### src/rtl/codec_frame_serializer.sv
// Codec-side frame generator: captures stereo samples and shifts one pair per frame out as left-justified serial audio.
// Latency: outputs registered, frame-start effects one cycle after trigger; no backpressure (overwrites flag overrun).
module codec_frame_serializer #(
   parameter int BCLK_DIV = 16
) (
   input  logic        clk,
   input  logic        reset,
   input  logic        enable,
   input  logic [15:0] sample_left,
   input  logic [15:0] sample_right,
   input  logic        new_sample_generated,
   output logic        new_frame,
   output logic        bclk,
   output logic        lrclk,
   output logic        sdata,
   output logic        underrun,
   output logic        overrun
);

   localparam int DW = (BCLK_DIV > 1) ? $clog2(BCLK_DIV) : 1;
   localparam logic [DW-1:0] DIV_TC = DW'(BCLK_DIV - 1);

   typedef enum logic {IDLE, RUN} state_t;

   state_t      state_q, state_d;
   logic [DW-1:0] div_q, div_d;
   logic [5:0]  bit_q, bit_d;
   logic [63:0] shift_q, shift_d;
   logic [15:0] hold_l_q, hold_l_d, hold_r_q, hold_r_d;
   logic        hold_vld_q, hold_vld_d;
   logic [15:0] last_l_q, last_l_d, last_r_q, last_r_d;
   logic        bclk_q, bclk_d, lrclk_q, lrclk_d, sdata_q, sdata_d;
   logic        new_frame_q, new_frame_d, underrun_q, underrun_d, overrun_q, overrun_d;
   logic        frame_start;
   logic [5:0]  next_bit;
   logic [15:0] pair_l, pair_r;

   always_comb begin
      state_d     = state_q;
      div_d       = div_q;
      bit_d       = bit_q;
      shift_d     = shift_q;
      hold_l_d    = hold_l_q;
      hold_r_d    = hold_r_q;
      hold_vld_d  = hold_vld_q;
      last_l_d    = last_l_q;
      last_r_d    = last_r_q;
      bclk_d      = bclk_q;
      lrclk_d     = lrclk_q;
      sdata_d     = sdata_q;
      new_frame_d = 1'b0;
      underrun_d  = 1'b0;
      overrun_d   = 1'b0;
      frame_start = 1'b0;
      next_bit    = bit_q + 6'd1;
      pair_l      = hold_vld_q ? hold_l_q : last_l_q;
      pair_r      = hold_vld_q ? hold_r_q : last_r_q;

      case (state_q)
         IDLE: begin
            bclk_d  = 1'b0;
            lrclk_d = 1'b0;
            sdata_d = 1'b0;
            div_d   = '0;
            bit_d   = '0;
            if (enable) begin
               frame_start = 1'b1;
               state_d     = RUN;
            end
         end
         default: begin
            if (!enable) begin
               state_d = IDLE;
               bclk_d  = 1'b0;
               lrclk_d = 1'b0;
               sdata_d = 1'b0;
               div_d   = '0;
               bit_d   = '0;
            end else if (div_q == DIV_TC) begin
               div_d  = '0;
               bclk_d = ~bclk_q;
               // Data only moves on the falling bclk edge so the receiver sees it stable at the rise.
               if (bclk_q) begin
                  if (bit_q == 6'd63) begin
                     frame_start = 1'b1;
                  end else begin
                     bit_d   = next_bit;
                     shift_d = {shift_q[62:0], 1'b0};
                     sdata_d = shift_q[62];
                     lrclk_d = next_bit[5];
                  end
               end
            end else begin
               div_d = div_q + DW'(1);
            end
         end
      endcase

      if (frame_start) begin
         shift_d     = {pair_l, 16'h0000, pair_r, 16'h0000};
         last_l_d    = pair_l;
         last_r_d    = pair_r;
         hold_vld_d  = 1'b0;
         underrun_d  = ~hold_vld_q;
         new_frame_d = 1'b1;
         lrclk_d     = 1'b0;
         sdata_d     = pair_l[15];
         bit_d       = '0;
         div_d       = '0;
         bclk_d      = 1'b0;
      end

      // Capture after the frame load so a coincident strobe feeds the next frame.
      if (new_sample_generated) begin
         hold_l_d   = sample_left;
         hold_r_d   = sample_right;
         hold_vld_d = 1'b1;
         overrun_d  = hold_vld_q & ~frame_start;
      end
   end

   always_ff @(posedge clk or posedge reset) begin
      if (reset) begin
         state_q     <= IDLE;
         div_q       <= '0;
         bit_q       <= '0;
         shift_q     <= '0;
         hold_l_q    <= '0;
         hold_r_q    <= '0;
         hold_vld_q  <= 1'b0;
         last_l_q    <= '0;
         last_r_q    <= '0;
         bclk_q      <= 1'b0;
         lrclk_q     <= 1'b0;
         sdata_q     <= 1'b0;
         new_frame_q <= 1'b0;
         underrun_q  <= 1'b0;
         overrun_q   <= 1'b0;
      end else begin
         state_q     <= state_d;
         div_q       <= div_d;
         bit_q       <= bit_d;
         shift_q     <= shift_d;
         hold_l_q    <= hold_l_d;
         hold_r_q    <= hold_r_d;
         hold_vld_q  <= hold_vld_d;
         last_l_q    <= last_l_d;
         last_r_q    <= last_r_d;
         bclk_q      <= bclk_d;
         lrclk_q     <= lrclk_d;
         sdata_q     <= sdata_d;
         new_frame_q <= new_frame_d;
         underrun_q  <= underrun_d;
         overrun_q   <= overrun_d;
      end
   end

   assign new_frame = new_frame_q;
   assign bclk      = bclk_q;
   assign lrclk     = lrclk_q;
   assign sdata     = sdata_q;
   assign underrun  = underrun_q;
   assign overrun   = overrun_q;

endmodule

### config.mk
export PLATFORM = sky130hd
export DESIGN_NAME = codec_frame_serializer
export DESIGN_NICKNAME = d
export VERILOG_FILES = /design/src/rtl/codec_frame_serializer.sv
export SDC_FILE = /design/constraint.sdc
export NUM_CORES = 1
export LEC_CHECK = 0
export CORE_MARGIN = 3
export CORE_UTILIZATION = 32
export DETAILED_ROUTE_END_ITERATION = 8
export GPL_ROUTABILITY_DRIVEN = 0
export PLACE_DENSITY_LB_ADDON = 0.12
export SYNTH_ARGS = -nofsm -noshare
export SYNTH_HDL_FRONTEND = slang
export SYNTH_SLANG_ARGS = --single-unit
### constraint.sdc
create_clock -name clk -period 4.7 [get_ports clk]
set_clock_uncertainty 0.1 [all_clocks]
set_input_delay 0.47 -clock clk [delete_from_list [all_inputs] [get_ports clk]]
set_output_delay 0.47 -clock clk [all_outputs]
set_load 0.02 [all_outputs]
==> metrics, run 1 <==
status=finished clean; Initial Util=between 30% and 40%; Die X-Extent=136.3 um; Post-CTS Setup Bufs=0; Post-Place Cells=roughly 670; setup slack, reg-to-reg=about 1900 ps; # clock sinks=128; dpl ws=1448 ps; IO Pins=42; GRT Util Overall=12.76%; yosys warns=0; worst hold path type=register to register; Num CTS Buffers=17; CTS tree=built; measured slew at the worst slew-check pin=slightly above 1000 ps; number of global-route vias before repair=3,505; Pre-antenna DRT Iters=4; Post-Route Setup TNS=0 ps; clock power share=44.3%; Mean Syn Cell Area=12.73 um^2; CP max stage delay=840 ps; global-route wire length before repair=18,410 um; Synth Net Count=465; DIE HEIGHT=136.3 um; post-synth cell types=39; vias per cell=between 4 and 5; Final Worst Setup Slack=between 1500 and 2000 ps; clk root buf=clkbuf_16; Final period util=60.88%; Sequential Power Share=45.0%; Startpoint Class=primary input; Sw Ratio=23.89%; Mapped Area=5434 um^2; Avg WL per Cell=around 15 um; Worst Path Buf+Inv=1; largest buffer count on any clock path=2; storage element area=3204 um^2; Core Box Area=~17,000 um^2; Net count, final=502; Top FF cell, synth=dfrtp_1; H-Tree Depth=4; DRT Wirelength=roughly 11,000 um; shortest period the worst path allows=2861 ps; ANT cells=0; Max Cap Viol=0; post-route insts no fill=697; arrival time at the worst endpoint=~3000 ps; RSZ-0062 raised after global routing=false; CP max FO=23; Post-synth EDFFs=0; Mapped Cells=427; post-DP HPWL=6483 um; GR Overflow Total=0; Logic pwr share=10.7%; PortBufs=41; Synth async-reset ratio=100.0%; Area Overhead vs Synth=21.48%; via count=3,414; Worst Path Class, Setup=primary input to register; CP cell instances=clkdlybuf4s50_1, a21boi_2, and3_4, mux2_2; Power Density=455.1 nW/um^2; Hold Fails Final Rpt=0; fraction of layout cells with a size suffix above 1=21.17%; DRC=0; total chip power=3.004 mW; Sw Pwr=0.7176 mW; Peak VDD IR=0.2532 mV; delay-heaviest family, CP=buffers and inverters; Worst-Skew Late Latency=420 ps; 1st-iter DRT viols=200; Post-DRT Antenna Nets=0; CP required=between 4000 and 5000 ps; Seq cells post-synth=128; DIE AREA=18,580 um^2; post-cts sizing count=0; Rel. slew slack=approximately a third; Final Setup Violations=0; standard-cell rows=47; initial antenna violation count=0; Seq/Total Area, Yosys=between 50% and 60%; Crit-path slowest cell=clkdlybuf4s50_1; worst hold margin=383.1 ps; multi-input combinational cell area=2052 um^2; fin. max-slew vios=0; Clock Pin Slew Worst Setup and Hold Paths=50 ps; CTS Hold Bufs=0; internal power=2.286 mW; largest net degree at the start of global routing=77; fillers=around 1,600; Static Leak=2.910 nW; FMAX=about 0.35 GHz; CP Capture Type=register
per-stage QoR:
step	utilization [%]	cell area, um^2
after floorplan	-	5434
after global placement	36.13	5992
after detailed placement	36.13	5992
after CTS	39.81	6601
after global routing	39.81	6601
final	39.81	6601
Yosys cell counts, drive strengths merged (2+ instances only):
cell type	count	area share, %
dfrtp	128	59
mux2	55	13
o21ai	50	4.6
nand2	40	2.8
mux2i	32	5.9
a22oi	30	4.1
a21oi	20	1.8
clkbuf	15	1.1
buf	13	2.0
nor2	10	0.69
inv	4	0.28
nand3	3	0.28
o31ai	3	0.67
xor2	3	0.48
a21o	2	0.28
a2bb2oi	2	0.32
and3	2	0.32
ha	2	0.46
nand4	2	0.51
xnor2	2	0.32
sequential cells by signal (all words and copies together) (netlist names), 4 cells and up:
register / flops
last_l_q: 16
bit_q: 6
hold_r_q: 16
div_q: 4
hold_l_q: 16
shift_q: 47
last_r_q: 16
worst min-delay path, delay by kind of cell, from the launching register on:
family	cells	cell delay, ps
flops	1	340
compound gates	1	60
simple gates	1	50
worst paths after layout:
kind	endpoint	cells after the start	startpoint
setup / recovery	last_l_q[13]	4	enable
min in group asynchronous	last_l_q[5]	2	reset
setup reg to reg	shift_q[46]	6	div_q[0]
hold / removal	shift_q[36]	2	shift_q[36]
max in group asynchronous	shift_q[34]	3	reset
hold reg to reg	shift_q[36]	2	shift_q[36]
power groups by stage:
stage	clock (mW)	sequential (mW)	combinational (mW)
floorplan	0	1.34	0.253
global placement	0	1.37	0.319
detailed placement	0	1.37	0.329
CTS	1.37	1.35	0.329
global route	1.42	1.37	0.362
finish	1.33	1.35	0.321
cell type report:
cell class / count / share of cell area [%]
inverter: 4 / 0.2654
sequential: 128 / 48.54
tap: 220 / 4.170
multi-input combinational: 267 / 31.08
clock inverter: 11 / 1.952
timing repair buffer: 46 / 6.710
clock buffer: 21 / 7.278
placed cells by master (no fill, tap or decap), drive strengths merged:
master	instances
a21boi	1
a21o	2
a21oi	20
a22oi	30
a2bb2oi	2
a311oi	1
a31oi	1
and2	1
and3	2
and4	1
buf	6
bufinv	2
clkbuf	21
clkdlybuf4s50	40
clkinv	2
clkinvlp	5
dfrtp	128
ha	2
inv	6
mux2	55
mux2i	32
nand2	40
nand3	3
nand4	2
nor2	10
o211a	1
o21ai	50
o22ai	1
o31ai	3
or3	1
or4	1
xnor2	2
xor2	3
cells by family (layout without fill, tap and decap cells):
group	count (synthesis)	in the layout	synth area share, %
AO/OA/AOI/OAI	112	112	12.64
XOR/XNOR	5	5	0.8060
adder cells (fa/ha/maj)	2	2	0.4604
buffers and inverters	32	82	3.361
flip-flops	128	128	58.95
multiplexers	87	87	18.67
AND/OR/NAND/NOR	61	61	5.112
per-layer routing:
layer	share of wire [%]	vias to the layer above	routed length (um)	GRT usage [%]
met5	0	-	0	0
met2	47	54	5002	19.51
met3	3.2	16	345	3.479
met1	48	1731	5142	17.10
li1	-	1613	-	-
met4	1.9	0	208	5.375
Power figures use the tool's default switching activity.
==> inputs of run 2 (changes only) <==
==> constraint.sdc (replaced) <==
create_clock -name clk -period 2.9 [get_ports clk]
set_clock_uncertainty 0.1 [all_clocks]
set_input_delay 0.29 -clock clk [delete_from_list [all_inputs] [get_ports clk]]
set_output_delay 0.29 -clock clk [all_outputs]
set_load 0.02 [all_outputs]
==> run 2 against run 1 <==
Register-to-register slack worse by 1400 ps. Combinational power is 65% higher. Flip-flop and latch count stayed put. Clock-buffer cell count is 6 higher. Via count is 1.3% lower. Utilization is 0.47 points higher. Sequential share of layout area is 0.56 points lower. Sequential power is 62% higher. Critical path type is now register to register. Largest power group unchanged.
==> metrics, run 2 (synthesis gave the netlist of run 1 again) <==
clock power share=between 40 and 50%; Rel. slew slack=44.62%; CP cell instances=ha_1, nand4_4, o31ai_4, and3_4, mux2_2; internal power=3.798 mW; initial antenna violation count=0; DRT Wirelength=between 10,000 and 15,000 um; via count=3,368; Startpoint Class=register; Initial Util=about a third; dpl ws=550.0 ps; Peak VDD IR=0.4467 mV; measured slew at the worst slew-check pin=830.8 ps; DIE AREA=18,580 um^2; max FFs per register=47; GRT Util Overall=12.50%; R2R depth=5; Post-CTS Setup Bufs=0; placed inst area=~6100 um^2; top sig layer=met4; RSZ-0062 raised after global routing=false; fillers=1,587; most frequent cells in the layout=127 x dfrtp_1, 49 x o21ai_0, 40 x nand2_1, 40 x clkdlybuf4s50_1, 35 x mux2_2; Final period util=80.49%; DIE HEIGHT=136.3 um; clk root buf=clkbuf_16; final instance area=6679 um^2; Final Setup Violations=0; shortest period the worst path allows=roughly 2300 ps; Crit-path slowest cell=and3_4; 1st-iter DRT viols=~180; Top reg by flops=shift_q; largest net degree at the start of global routing=between 50 and 60; post-DP HPWL=6600 um; worst hold path type=primary input to async pin; standard-cell rows=47; Post-Route Setup TNS=0 ps; post-cts sizing count=0; Sw Pwr=1.095 mW; Metal-1 WL=5279 um; fraction of layout cells with a size suffix above 1=around a fifth; Pre-antenna DRT Iters=4; Num CTS Buffers=17; # clock sinks=128; Logic pwr share=roughly 11%; Power Density=732.6 nW/um^2; ANT cells=0; metal2 WL=between 4000 and 5000 um; number of global-route vias before repair=3,474; GR Overflow Total=0; setup slack, reg-to-reg=570 ps; delay-heaviest family, CP=simple AND/OR/NAND/NOR gates; beginning of the worst register-to-register path=div_q[0]; status=finished clean; CP max FO=23; H-Tree Depth=4; cell count along the critical path=5; capture point of the worst reg-to-reg path=last_l_q[13]; fin. max-slew vios=0; total chip power=4.893 mW; Worst Path Buf+Inv=0; arrival time at the worst endpoint=2520 ps; Net count, final=508; Static Leak=2.960 nW; CP required=3090 ps; IO Pins=42; PortBufs=41; largest buffer count on any clock path=2; Post-DRT Antenna Nets=0; Final Worst Setup Slack=around 570 ps; Hold Fails Final Rpt=0; CP max stage delay=530 ps; Met3 Wirelength=roughly 380 um; FMAX=0.4284 GHz; global-route wire length before repair=between 15,000 and 20,000 um; Sw Ratio=between 20 and 25%; vias per cell=4.791; commonest non-fill, non-tap cell in the layout=dfrtp_1; Sequential Power Share=roughly 45%; Clock Pin Slew Worst Setup and Hold Paths=50 ps; Die X-Extent=136.3 um; Max Cap Viol=0; crit path capture=last_l_q[13]; CP Capture Type=register; crit path launch=div_q[0]; Worst-Skew Late Latency=410 ps; Avg WL per Cell=15.12 um; CTS tree=built; Core Box Area=~17,000 um^2; CTS Hold Bufs=0; DRC=0; Worst Path Class, Setup=register to register; Area Overhead vs Synth=22.91%
[run 2: cell types whose count changed in the layout (fill, tap and decap cells not counted), sizes merged]
cell | previous run | this run
bufinv | 2 | 3
clkinvlp | 5 | 1
inv | 6 | 3
clkbuf | 21 | 27
buf | 6 | 12
[run 2: worst min path at each step]
stage | start | endpoint | slack (ps)
floorplan | enable | state_q | 220
global placement | shift_q[34] | shift_q[34] | 360
detailed placement | shift_q[41] | shift_q[41] | 370
CTS | reset | hold_r_q[2] | 20
global route | reset | hold_r_q[2] | 20
finish | reset | hold_r_q[2] | 30
[run 2: metal layers]
metal	vias up	track usage, %
met1	1680	17.48
met3	15	3.516
met4	0	4.535
li1	1618	-
met5	-	0
met2	55	18.55
[run 2: area by class of cell]
| class | count | area (um^2) | share of cell area (%) |
|---|---|---|---|
| Clock buffer | 27 | 503.0 | 7.531 |
| Clock inverter | 5 | 100.1 | 1.499 |
| Inverter | 4 | 18.77 | 0.2810 |
| Multi-Input combinational cell | 267 | 2052 | 30.72 |
| Sequential cell | 128 | 3204 | 47.98 |
| Tap cell | 220 | 275.3 | 4.121 |
| Timing Repair Buffer | 52 | 525.5 | 7.868 |
[run 2: metrics by stage]
stage / hold slack, ps / utilization [%] / cells
final: 34.75 / 40.27 / 703
after detailed placement: 370.3 / 36.64 / 671
after floorplan: 221.4 / - / 427
after global routing: 24.55 / 40.27 / 703
after CTS: 15.08 / 40.27 / 703
after global placement: 362.7 / 36.64 / 671
[run 2: power groups by stage]
stage               Sequential, mW  Combinational (mW)  Clock, mW
floorplan                     2.17               0.411          0
global placement              2.22               0.528          0
detailed placement            2.22               0.543          0
CTS                           2.19               0.545       2.24
global route                  2.23               0.595       2.31
finish                        2.19               0.530       2.17
==> inputs of run 3 (changes only) <==
==> constraint.sdc (replaced) <==
create_clock -name clk -period 2.01 [get_ports clk]
set_clock_uncertainty 0.1 [all_clocks]
set_input_delay 0.201 -clock clk [delete_from_list [all_inputs] [get_ports clk]]
set_output_delay 0.201 -clock clk [all_outputs]
set_load 0.02 [all_outputs]
==> run 3 against run 2 <==
Utilization rose by 2.2 points. Maximum frequency rose by 19%. Clock power rose by 52%. Critical path depth rose by 1. Clock-buffer cell count fell by 5. Power rose by 49%. Largest cell class unchanged. Combinational power rose by 56%.
==> metrics, run 3 (synthesis gave the netlist of run 1 again) <==
IO Pins=42; 1st-iter DRT viols=138; Core Box Area=16,580 um^2; most frequent cells in the layout=127 x dfrtp_1, 48 x o21ai_0, 40 x nand2_1, 40 x clkdlybuf4s50_1; initial antenna violation count=0; DIE HEIGHT=136.3 um; vias per cell=4.739; crit path launch=div_q[0]; Final Setup Violations=0; Pre-antenna DRT Iters=4; FMAX=between 0.5 and 0.6 GHz; commonest non-fill, non-tap cell in the layout=dfrtp_1; total chip power=7.276 mW; Final Worst Setup Slack=between 40 and 50 ps; Clock Pin Slew Worst Setup and Hold Paths=60 ps; CTS tree=built; PortBufs=41; Peak VDD IR=approximately 0.68 mV; largest buffer count on any clock path=2; Worst-Skew Late Latency=410 ps; dpl ws=50.49 ps; fin. max-slew vios=0; Net count, final=530; Num CTS Buffers=17; clk root buf=clkbuf_16; via count=approximately 3,400; CP max FO=11; GR Overflow Total=0; Worst Path Class, Setup=register to register; DRC=0; delay-heaviest family, CP=simple AND/OR/NAND/NOR gates; arrival time at the worst endpoint=roughly 2200 ps; DIE AREA=18,580 um^2; Final period util=97.95%; post-DP HPWL=between 7000 and 8000 um; CP cell instances=ha_4, nand4_4, o31ai_4, and3_4, buf_12, mux2_4; CTS Hold Bufs=0; Initial Util=between 30% and 40%; Crit-path slowest cell=dfrtp_1; Area Overhead vs Synth=29.63%; Die X-Extent=between 100 and 150 um; Startpoint Class=register; Max Cap Viol=0; Worst Path Buf+Inv=1; global-route wire length before repair=18,920 um; Avg WL per Cell=15.27 um; Sw Ratio=22.42%; H-Tree Depth=4; GRT Util Overall=13.05%; internal power=5.645 mW; CP max stage delay=390 ps; Rel. slew slack=71.66%; Post-Route Setup TNS=0 ps; standard-cell rows=47; DRT Wirelength=11,070 um; Logic pwr share=11.4%; status=finished clean; largest net degree at the start of global routing=34; # clock sinks=128; fraction of layout cells with a size suffix above 1=25.94%; Top reg by flops=shift_q; Hold Fails Final Rpt=0; CP Capture Type=register; Post-DRT Antenna Nets=0; Sequential Power Share=43.4%; Static Leak=3.130 nW; beginning of the worst register-to-register path=div_q[0]; measured slew at the worst slew-check pin=424.2 ps; worst hold path type=primary input to async pin; CP required=2210 ps; Power Density=1033 nW/um^2; shortest period the worst path allows=1969 ps; number of global-route vias before repair=between 3,000 and 4,000; RSZ-0062 raised after global routing=true; Sw Pwr=about 1.6 mW; max FFs per register=between 40 and 50; ANT cells=0; clock power share=45.2%
==> run 3: metrics by stage <==
step,std cells,utilization [%],hold WS [ps],area (um^2)
final,725,42.48,47.21,7044
after global placement,684,37.98,361.5,6299
after detailed placement,684,37.98,371.8,6299
after floorplan,427,-,132.4,5475
after CTS,716,41.84,44.29,6939
after global routing,725,42.48,48.33,7044
==> run 3: path summary, 6_finish.rpt <==
path | endpoint | slack [ps] | depth (start not counted)
worst min-delay path | last_r_q[3] | 50 | 2
min in group clk | hold_vld_q | 180 | 2
max in group asynchronous | hold_l_q[7] | 1120 | 4
worst max register to register | last_l_q[2] | 40 | 6
worst max-delay path | last_l_q[2] | 40 | 6
worst min register to register | shift_q[42] | 380 | 2
==> run 3: timing repair <==
action | in CTS | in global routing
gates resized for setup | 0 | 7
setup endpoints to repair | 0 | 58
buffers inserted | 0 | 8
==> run 3: final cells by class <==
type,count,area (um^2)
clock buffer,22,484.2
clock inverter,10,156.4
fill,1570,9539
inverter,4,18.77
multi-input combinational,267,2102
sequential,128,3204
tap,220,275.3
timing repair buffer,74,803.3
==> run 3: routing by layer <==
layer | GRT usage, % | wire (um)
met5 | 0 | 0
met4 | 4.423 | 119
met3 | 4.256 | 349
met2 | 20.34 | 5234
met1 | 17.16 | 5369
==> run 3: worst register-to-register path, delay by kind of cell, from the launching register on <==
kind	cells	cell delay, ps
multiplexers	1	320
AND/OR/NAND/NOR	2	410
adder cells (fa/ha/maj)	1	170
AO/OA/AOI/OAI	1	300
buffers and inverters	1	170
flip-flops	1	390
==> run 3: power by group through the flow <==
stage / logic (mW) / registers (mW) / clock network, mW
after detailed placement: 0.825 / 3.20 / 0
after CTS: 0.828 / 3.16 / 3.39
after global placement: 0.803 / 3.19 / 0
after floorplan: 0.593 / 3.14 / 0
after global routing: 0.930 / 3.21 / 3.52
final: 0.826 / 3.16 / 3.29
